File: src/rtl/hist_pkg.sv
// Shared histogram definitions: default widths, readout FSM states and the beat
// record passed between the accumulator, the readout and downstream consumers.
package hist_pkg;
    localparam int HIST_BIN_W    = 10;
    localparam int HIST_CNT_W    = 32;
    localparam int HIST_CUM_W    = HIST_CNT_W + HIST_BIN_W;
    localparam int HIST_NUM_BINS = 1 << HIST_BIN_W;

    typedef enum logic [1:0] {
        ST_IDLE,
        ST_SCAN,
        ST_DRAIN,
        ST_DONE
    } hist_state_t;

    typedef struct packed {
        logic [HIST_BIN_W-1:0] index;
        logic [HIST_CNT_W-1:0] count;
        logic [HIST_CUM_W-1:0] cum;
        logic                  last;
    } hist_beat_t;
endpackage

File: src/rtl/hist_skid_buf.sv
// Two-entry fall-through beat buffer: an arriving beat is presented the same
// cycle when empty, and parked in the head/tail registers while stalled.
module hist_skid_buf #(
    parameter type T = logic [7:0]
) (
    input  logic       clk,
    input  logic       rst,
    input  logic       in_valid,
    input  T           in_data,
    output logic       out_valid,
    input  logic       out_ready,
    output T           out_data,
    output logic [1:0] occ
);
    T     head, tail;
    logic head_v, tail_v;
    logic pop;

    assign out_valid = head_v | in_valid;
    assign out_data  = (!head_v && in_valid) ? in_data : head;
    assign occ       = {1'b0, head_v} + {1'b0, tail_v};
    assign pop       = out_valid && out_ready;

    // Upstream credit guarantees an arrival never meets a full buffer without a pop.
    always_ff @(posedge clk) begin
        if (rst) begin
            head   <= '0;
            tail   <= '0;
            head_v <= 1'b0;
            tail_v <= 1'b0;
        end else if (head_v) begin
            if (pop) begin
                if (tail_v) begin
                    head   <= tail;
                    tail_v <= in_valid;
                    if (in_valid) tail <= in_data;
                end else begin
                    head_v <= in_valid;
                    if (in_valid) head <= in_data;
                end
            end else if (in_valid) begin
                tail   <= in_data;
                tail_v <= 1'b1;
            end
        end else if (in_valid && !out_ready) begin
            head   <= in_data;
            head_v <= 1'b1;
        end
    end
endmodule

File: src/rtl/histogram_readout.sv
// Sequential histogram bin reader streaming index/count/cumulative beats.
// Define HIST_CLEAR_ON_READ_EN to zero each bin in the cycle its data returns.
module histogram_readout
    import hist_pkg::*;
#(
    parameter int BIN_W = HIST_BIN_W,
    parameter int CNT_W = HIST_CNT_W,
    parameter int CUM_W = CNT_W + BIN_W
) (
    input  logic             clk,
    input  logic             rst,
    input  logic             start,
    output logic             busy,
    output logic             done,
    output logic [CUM_W-1:0] total,
    output logic             rd_en,
    output logic [BIN_W-1:0] rd_addr,
    input  logic [CNT_W-1:0] rd_data,
    output logic             wr_en,
    output logic [BIN_W-1:0] wr_addr,
    output logic [CNT_W-1:0] wr_data,
    output logic             out_valid,
    input  logic             out_ready,
    output logic [BIN_W-1:0] out_index,
    output logic [CNT_W-1:0] out_count,
    output logic [CUM_W-1:0] out_cum,
    output logic             out_last
);
    localparam int               NUM_BINS = 1 << BIN_W;
    localparam logic [BIN_W-1:0] LAST_BIN = BIN_W'(NUM_BINS - 1);

    typedef struct packed {
        logic [BIN_W-1:0] index;
        logic [CNT_W-1:0] count;
        logic [CUM_W-1:0] cum;
        logic             last;
    } beat_t;

    hist_state_t      state;
    logic             rvalid;
    logic [BIN_W-1:0] ret_idx;
    logic [CUM_W-1:0] cum, cum_next;
    logic [1:0]       occ;
    logic             accept;
    beat_t            in_beat, out_beat;

    assign cum_next = cum + CUM_W'(rd_data);

    always_comb begin
        in_beat       = '0;
        in_beat.index = ret_idx;
        in_beat.count = rd_data;
        in_beat.cum   = cum_next;
        in_beat.last  = (ret_idx == LAST_BIN);
    end

    hist_skid_buf #(.T(beat_t)) u_buf (
        .clk      (clk),
        .rst      (rst),
        .in_valid (rvalid),
        .in_data  (in_beat),
        .out_valid(out_valid),
        .out_ready(out_ready),
        .out_data (out_beat),
        .occ      (occ)
    );

    assign out_index = out_beat.index;
    assign out_count = out_beat.count;
    assign out_cum   = out_beat.cum;
    assign out_last  = out_beat.last;
    assign accept    = out_valid && out_ready;

    // Buffered beats plus the returning read, less this cycle's pop, must leave a free slot.
    assign rd_en = (state == ST_SCAN) &&
                   (({1'b0, occ} + {2'b0, rvalid}) < (3'd2 + {2'b0, accept}));

`ifdef HIST_CLEAR_ON_READ_EN
    assign wr_en   = rvalid;
    assign wr_addr = ret_idx;
`else
    assign wr_en   = 1'b0;
    assign wr_addr = '0;
`endif
    assign wr_data = '0;

    always_ff @(posedge clk) begin
        if (rst) begin
            state   <= ST_IDLE;
            busy    <= 1'b0;
            done    <= 1'b0;
            rd_addr <= '0;
            rvalid  <= 1'b0;
            ret_idx <= '0;
            cum     <= '0;
            total   <= '0;
        end else begin
            rvalid <= rd_en;
            done   <= 1'b0;
            if (rd_en) ret_idx <= rd_addr;
            if (rvalid) cum <= cum_next;
            case (state)
                ST_IDLE: if (start) begin
                    state   <= ST_SCAN;
                    busy    <= 1'b1;
                    rd_addr <= '0;
                    cum     <= '0;
                end
                ST_SCAN: if (rd_en) begin
                    if (rd_addr == LAST_BIN) state <= ST_DRAIN;
                    else rd_addr <= rd_addr + 1'b1;
                end
                ST_DRAIN: if (accept && out_beat.last) begin
                    state <= ST_DONE;
                    busy  <= 1'b0;
                    done  <= 1'b1;
                    total <= out_beat.cum;
                end
                default: state <= ST_IDLE;
            endcase
        end
    end
endmodule
File: config.mk
export PLATFORM = sky130hd
export DESIGN_NAME = histogram_readout
export DESIGN_NICKNAME = d
export VERILOG_FILES = /design/src/rtl/hist_pkg.sv /design/src/rtl/hist_skid_buf.sv /design/src/rtl/histogram_readout.sv
export SDC_FILE = /design/constraint.sdc
export NUM_CORES = 1
export LEC_CHECK = 0
export ABC_AREA = 1
export CAP_MARGIN = 20
export CORE_ASPECT_RATIO = 0.8
export CORE_UTILIZATION = 51
export DETAILED_ROUTE_END_ITERATION = 7
export DONT_BUFFER_PORTS = 1
export MAX_ROUTING_LAYER = met4
export PLACE_DENSITY = 0.73
export RECOVER_POWER = 25
export SYNTH_ARGS = -nofsm -noshare
export SYNTH_HDL_FRONTEND = slang
export SYNTH_SLANG_ARGS = --single-unit
File: constraint.sdc
create_clock -name clk -period 3.1 [get_ports clk]
set_input_delay 0.155 -clock clk [delete_from_list [all_inputs] [get_ports clk]]
set_output_delay 0.155 -clock clk [all_outputs]
set_load 0.02 [all_outputs]
==> results of run 1 <==
-- flip-flops by register name, summed over array words and instances, names as in the netlist, 2 cells and up --
name and cells:
u_buf.head 85, total 42, ret_idx 10, cum 42, state 2, rd_addr 10
u_buf.tail 85
-- synth_stat cells, types with 10 or more instances --
master / n
ha_1: 38
o21ai_0: 211
nor2_1: 255
buf_4: 48
or2_2: 10
a21oi_1: 154
nand2_1: 709
o21a_1: 35
nand3_1: 116
o211ai_1: 27
dfxtp_1: 281
clkbuf_1: 96
inv_1: 325
a31oi_1: 45
xor2_1: 19
-- report_power, final --
part / leakage, nW / internal [mW] / switching, mW
Combinational: 5.93 / 0.971 / 2.48
Sequential: 2.27 / 3.92 / 0.230
Clock: 0.483 / 2.17 / 1.48
Total: 8.69 / 7.06 / 4.19
-- cells by family after synthesis --
group / after synthesis / share of synthesized area [%]
buf+inv: 493 / 13.2
fa+ha+maj: 40 / 3.30
simple gates: 1124 / 28.8
other cells: 1 / 0.0240
compound gates: 490 / 17.4
flops: 281 / 36.0
xor+xnor: 22 / 1.23
-- how the worst max path moves through the flow --
stage	startpoint	endpoint	slack, ns	cells past startpoint
final	cum[0]$_SDFF_PP0_	out_cum[14]	0.14	11
after global routing	cum[9]$_SDFF_PP0_	out_cum[26]	-0.03	11
after CTS	cum[0]$_SDFF_PP0_	out_cum[22]	-0.02	11
after detailed placement	rvalid$_SDFF_PP0_	u_buf.head[23]$_SDFFE_PP0P_	0.56	12
after global placement	cum[8]$_SDFF_PP0_	out_cum[17]	0.57	10
after floorplan	rvalid$_SDFF_PP0_	u_buf.tail[30]$_SDFFE_PP0P_	0.68	14
-- metal layers --
metal,wire length [um],vias to the layer above
li1,-,7648
met1,21300,6945
met4,1200,0
met2,21100,461
met3,2830,81
met5,0,-
-- stage by stage --
stage          std cells  area [sq um]  total power, mW  worst slack, ns
5_1_grt             2870         17300             11.9          -0.0327
4_1_cts             2870         17300             11.3          -0.0196
2_1_floorplan       2493         15800             6.70            0.683
3_3_place_gp        2777         15800             7.48            0.571
3_5_place_dp        2777         15800             7.54            0.561
6_report            2870         17300             11.3            0.141
-- worst reg2reg max path: cells and delay by family (launching register included) --
family	cells	cell delay [ns]
adders and majority gates	1	0.22
buffers and inverters	5	1.43
DFF	1	0.53
AOI/OAI and AO/OA	1	0.17
and+or+nand+nor	4	0.35
-- cell type report --
type | count | area share (%)
Clock inverter | 11 | 0.909
Tap cell | 406 | 2.93
Clock buffer | 42 | 4.75
Timing Repair Buffer | 80 | 4.40
Sequential cell | 281 | 32.4
Multi-Input combinational cell | 1719 | 47.4
Inverter | 331 | 7.18
-- repair_timing --
action,CTS,global route
setup endpoints to repair,5,30
gates resized for setup,2,33
endpoints found under the hold margin,172,0
hold buffers,40,0
pin swaps,0,1
==> metrics.txt, run 1 <==
period utilisation layout 95.4%; sink of the worst hold path cum[29]$_SDFF_PP0_; Register Area 5630 sq um; global-route wire length before repair 71900 um; commonest non-fill, non-tap cell in the layout nand2_1; R2R setup slack 0.32 ns; Post-synth EDFFs 0; CTS Sinks 281; Initial Util 52.5%; worst-path fanout max 4; Max clock buf depth 3; Worst Path Buf+Inv 1; Core Rows 56; Setup crit end kind output pin; CP max stage cell fa_2; Num CTS Buffers 29; Total Wirelength 46400 um; area of the multi-input gates just over 8000 sq um; crit path launch type register; Die ar. between 30000 and 40000 sq um; Starting DRT DRC Count ~1200; Fin. Hold Viols 0; register bit total from synthesis 281; top_reg_cell synth dfxtp_1; WL/cell 16.2 um; grt ovf 0; Final Wtd Congestion 0.946; Global Route met2 Usage between 40% and 50%; core outline area 29700 sq um; initial antenna violation count 0; Diodes inserted 0; CP top delay family simple AND/OR/NAND/NOR gates; endpoints failing setup 0; Antenna Violating Nets Remaining 0; post-synthesis area per instance approximately 6.4 sq um; top cells by area, synth dfxtp_1, nand2_1, inv_1; Synth warnings 0; DRT Pass-1 Iters 7; distinct cell type count after synthesis 40; synthesized area 15600 sq um; number of max-cap violations 0; Synth top area share a little over a third; Leak 8.69 nW; layout cell share with drive strength beyond 1 5.64%; R2R cell count 11; Area Overhead vs Synth 11.1%; WS Path Type register to output pin; clock skew 0.0147 ns; worst r2r src rvalid$_SDFF_PP0_; fin nets 2518; Worst-Margin Slew between 1 and 1.5 ns; M3 GR Usage under 10%; worst path arrival time 2.80 ns; GRT Total Usage between 20% and 30%; Final Max Tran Viols 0; PortBufs 0; CP cell instances ha_1 -> fa_2 -> nand2_1 -> nand2_1 -> nand3_1 -> nand2_1 -> nand3_1 -> nand3_1 -> xor2_2 -> o21ai_0 -> inv_1; pwr dens between 600 and 700 nW/um^2; slew margin rel. 26.4%; gr busiest metal met2; peak supply drop 0.381 mV; Clock transition at path regs 0.07 ns; pin count of the biggest net entering global routing 91; via count 15100; slowest stage delay, CP 0.38 ns; CTS tree yes; Final Critical Period roughly 3 ns; vias in the first global route 13500; Worst Hold Class primary input to register; CP required 2.94 ns; Residual DRC 0; Hold Crit Depth 4; Top Ports 220; r2r endpoint u_buf.tail[43]$_SDFFE_PP0P_; HP Start rst; clk_lat worst skew 0.55 ns; met1 Resource Use GR between 30% and 40%; post-synthesis cell count 2451; clk root buf clkbuf_16; sequential cell area fraction in the yosys report a little over a third; total negative slack 0 ns; fillers 2917; post-route core utilization 58.4%; Die X approximately 200 um; final hold slack 0.0255 ns; Max Fclk 338 MHz; Clock H-tree levels 1; most frequent cells in the layout nand2_1, inv_1, dfxtp_1; half-perimeter wire length of the detailed placement result approximately 31000 um; outcome complete, no violations; area leader, netlist dfxtp_1; vias per inst between 5 and 6; die height 158 um; share of flip-flops with an asynchronous set or reset 0%; post-CTS setup buffer count 0
No activity file was read; power rests on OpenSTA's default activity.
==> inputs of run 2 (changes only) <==
GPL_TIMING_DRIVEN = 0   (was unset)
==> metrics.txt, run 2 (synthesis results as in run 1) <==
Num CTS Buffers 30; number of max-cap violations 0; outcome complete, no violations; PortBufs 0; Area Overhead vs Synth 15.7%; CP required 2.94 ns; Starting DRT DRC Count 1619; layout cell share with drive strength beyond 1 8.68%; crit path launch type register; Die X 198 um; die height 158 um; Clock transition at path regs 0.07 ns; Final Critical Period 3.00 ns; Residual DRC 0; fin nets roughly 2600; Fin. Hold Viols 0; met1 Resource Use GR roughly 50%; vias per inst 5.50; switching pwr 4.57 mW; Die ar. 31300 sq um; global-route wire length before repair 86000 um; half-perimeter wire length of the detailed placement result 43300 um; Initial Util 52.5%; Final Wtd Congestion 1.03; worst path arrival time 2.85 ns; largest registers u_buf.head x85, u_buf.tail x85; total negative slack 0 ns; Setup crit end kind output pin; grt ovf 0; Final Max Tran Viols 0; Clock power frac 33.9%; Worst Hold Class primary input to register; most frequent cells in the layout nand2_1, inv_1, dfxtp_1; final hold slack between 0.02 and 0.025 ns; WL/cell 19.2 um; vias in the first global route between 10000 and 15000; Total Wirelength roughly 57000 um; Clock H-tree levels 1; M3 GR Usage 6.21%; CTS Sinks 281; clk_lat worst skew 0.59 ns; Diodes inserted 0; slew margin rel. 30.1%; worst-path fanout max 10; core outline area 29700 sq um; sequential share of power 34.8%; initial antenna violation count 0; Max Fclk about 330 MHz; clock skew 0.0158 ns; DRT Pass-1 Iters 5; CTS tree yes; switch share a little under two fifths; Worst-Margin Slew 1.05 ns; clk root buf clkbuf_16; Power Internal between 7 and 8 mW; via count about 16000; RSZ-0062 raised after global routing yes; Max clock buf depth 3; gr busiest metal met2; pin count of the biggest net entering global routing 15; peak supply drop 0.463 mV; Global Route met2 Usage 57.2%; pwr dens 664 nW/um^2; GRT Total Usage 37.2%; Leak just over 9 nW; Antenna Violating Nets Remaining 0; WS Path Type register to output pin; Core Rows 56; Gate power share 31.3%; commonest non-fill, non-tap cell in the layout nand2_1; period utilisation layout 96.8%; endpoints failing setup 0; Top Ports 220
run 2: changes by cell type in the layout (fill, tap and decap cells not counted), moves of 6 or more:
cell | previous run | this run
buf_2 | 0 | 10
nand2_1 | 696 | 672
clkbuf_2 | 1 | 11
buf_1 | 0 | 6
o21ai_1 | 5 | 11
o21ai_0 | 207 | 196
buf_4 | 28 | 51
clkbuf_1 | 13 | 89
nand2_2 | 15 | 38
run 2: per-layer routing:
| metal | wire (um) | vias up |
|---|---|---|
| met4 | 1740 | 0 |
| li1 | - | 7897 |
| met1 | 25500 | 7759 |
| met3 | 5030 | 94 |
| met5 | 0 | - |
| met2 | 25300 | 682 |
run 2: power groups by stage:
stage	Combinational, mW	Clock (mW)	Sequential [mW]
after floorplan	2.54	0	4.16
after global placement	3.42	0	4.22
after detailed placement	3.48	0	4.23
after CTS	3.58	4.08	4.16
after global routing	4.11	4.23	4.20
final	3.76	4.07	4.17
run 2: layout make-up:
type                    count  area [sq um]
multi-input cells        1719          8390
flip-flops and latches    281          5630
well taps                 406           508
fillers                  2932         11600
clock inverters            11           230
clock buffers              43           871
inverters                 331          1250
repair buffers             37           363
plain buffers             160           830
run 2: timing repair:
| item | 4_1_cts | 5_1_grt |
|---|---|---|
| hold buffers | 34 | 0 |
| setup buffers | 1 | 2 |
| setup endpoints to repair | 314 | 112 |
| hold endpoints to repair | 71 | 0 |
| resized for setup | 48 | 71 |
| pin swaps | 0 | 4 |
run 2: worst max-delay path, cell delays in order, from the launching register on:
cell,delay (ns)
dfxtp_1,0.33
inv_1,0.20
ha_2,0.42
clkbuf_1,0.48
buf_2,0.38
nand3_1,0.25
nand2_2,0.19
run 2: through the flow:
step / instances / worst slack (ns) / utilization, % / cell area [sq um] / total power, mW
detailed placement: 2899 / -1.27 / 54.8 / 16300 / 7.71
floorplan: 2493 / 0.683 / - / 15800 / 6.70
global placement: 2899 / -1.17 / 54.8 / 16300 / 7.64
CTS: 2986 / 0.0175 / 60.0 / 17800 / 11.8
finish: 2988 / 0.0981 / 60.8 / 18100 / 12.0
global route: 2988 / -0.0354 / 60.8 / 18100 / 12.5
run 2: worst paths after layout:
path / start / to / slack (ns) / cells past startpoint
max: u_buf.head_v$_SDFF_PP0_ / out_cum[41] / 0.1 / 6
max reg2reg: rvalid$_SDFF_PP0_ / u_buf.head[20]$_SDFFE_PP0P_ / 0.15 / 13
min: rd_data[1] / u_buf.tail[2]$_SDFFE_PP0P_ / 0.02 / 3
min reg2reg: u_buf.head[39]$_SDFFE_PP0P_ / u_buf.head[39]$_SDFFE_PP0P_ / 0.46 / 2
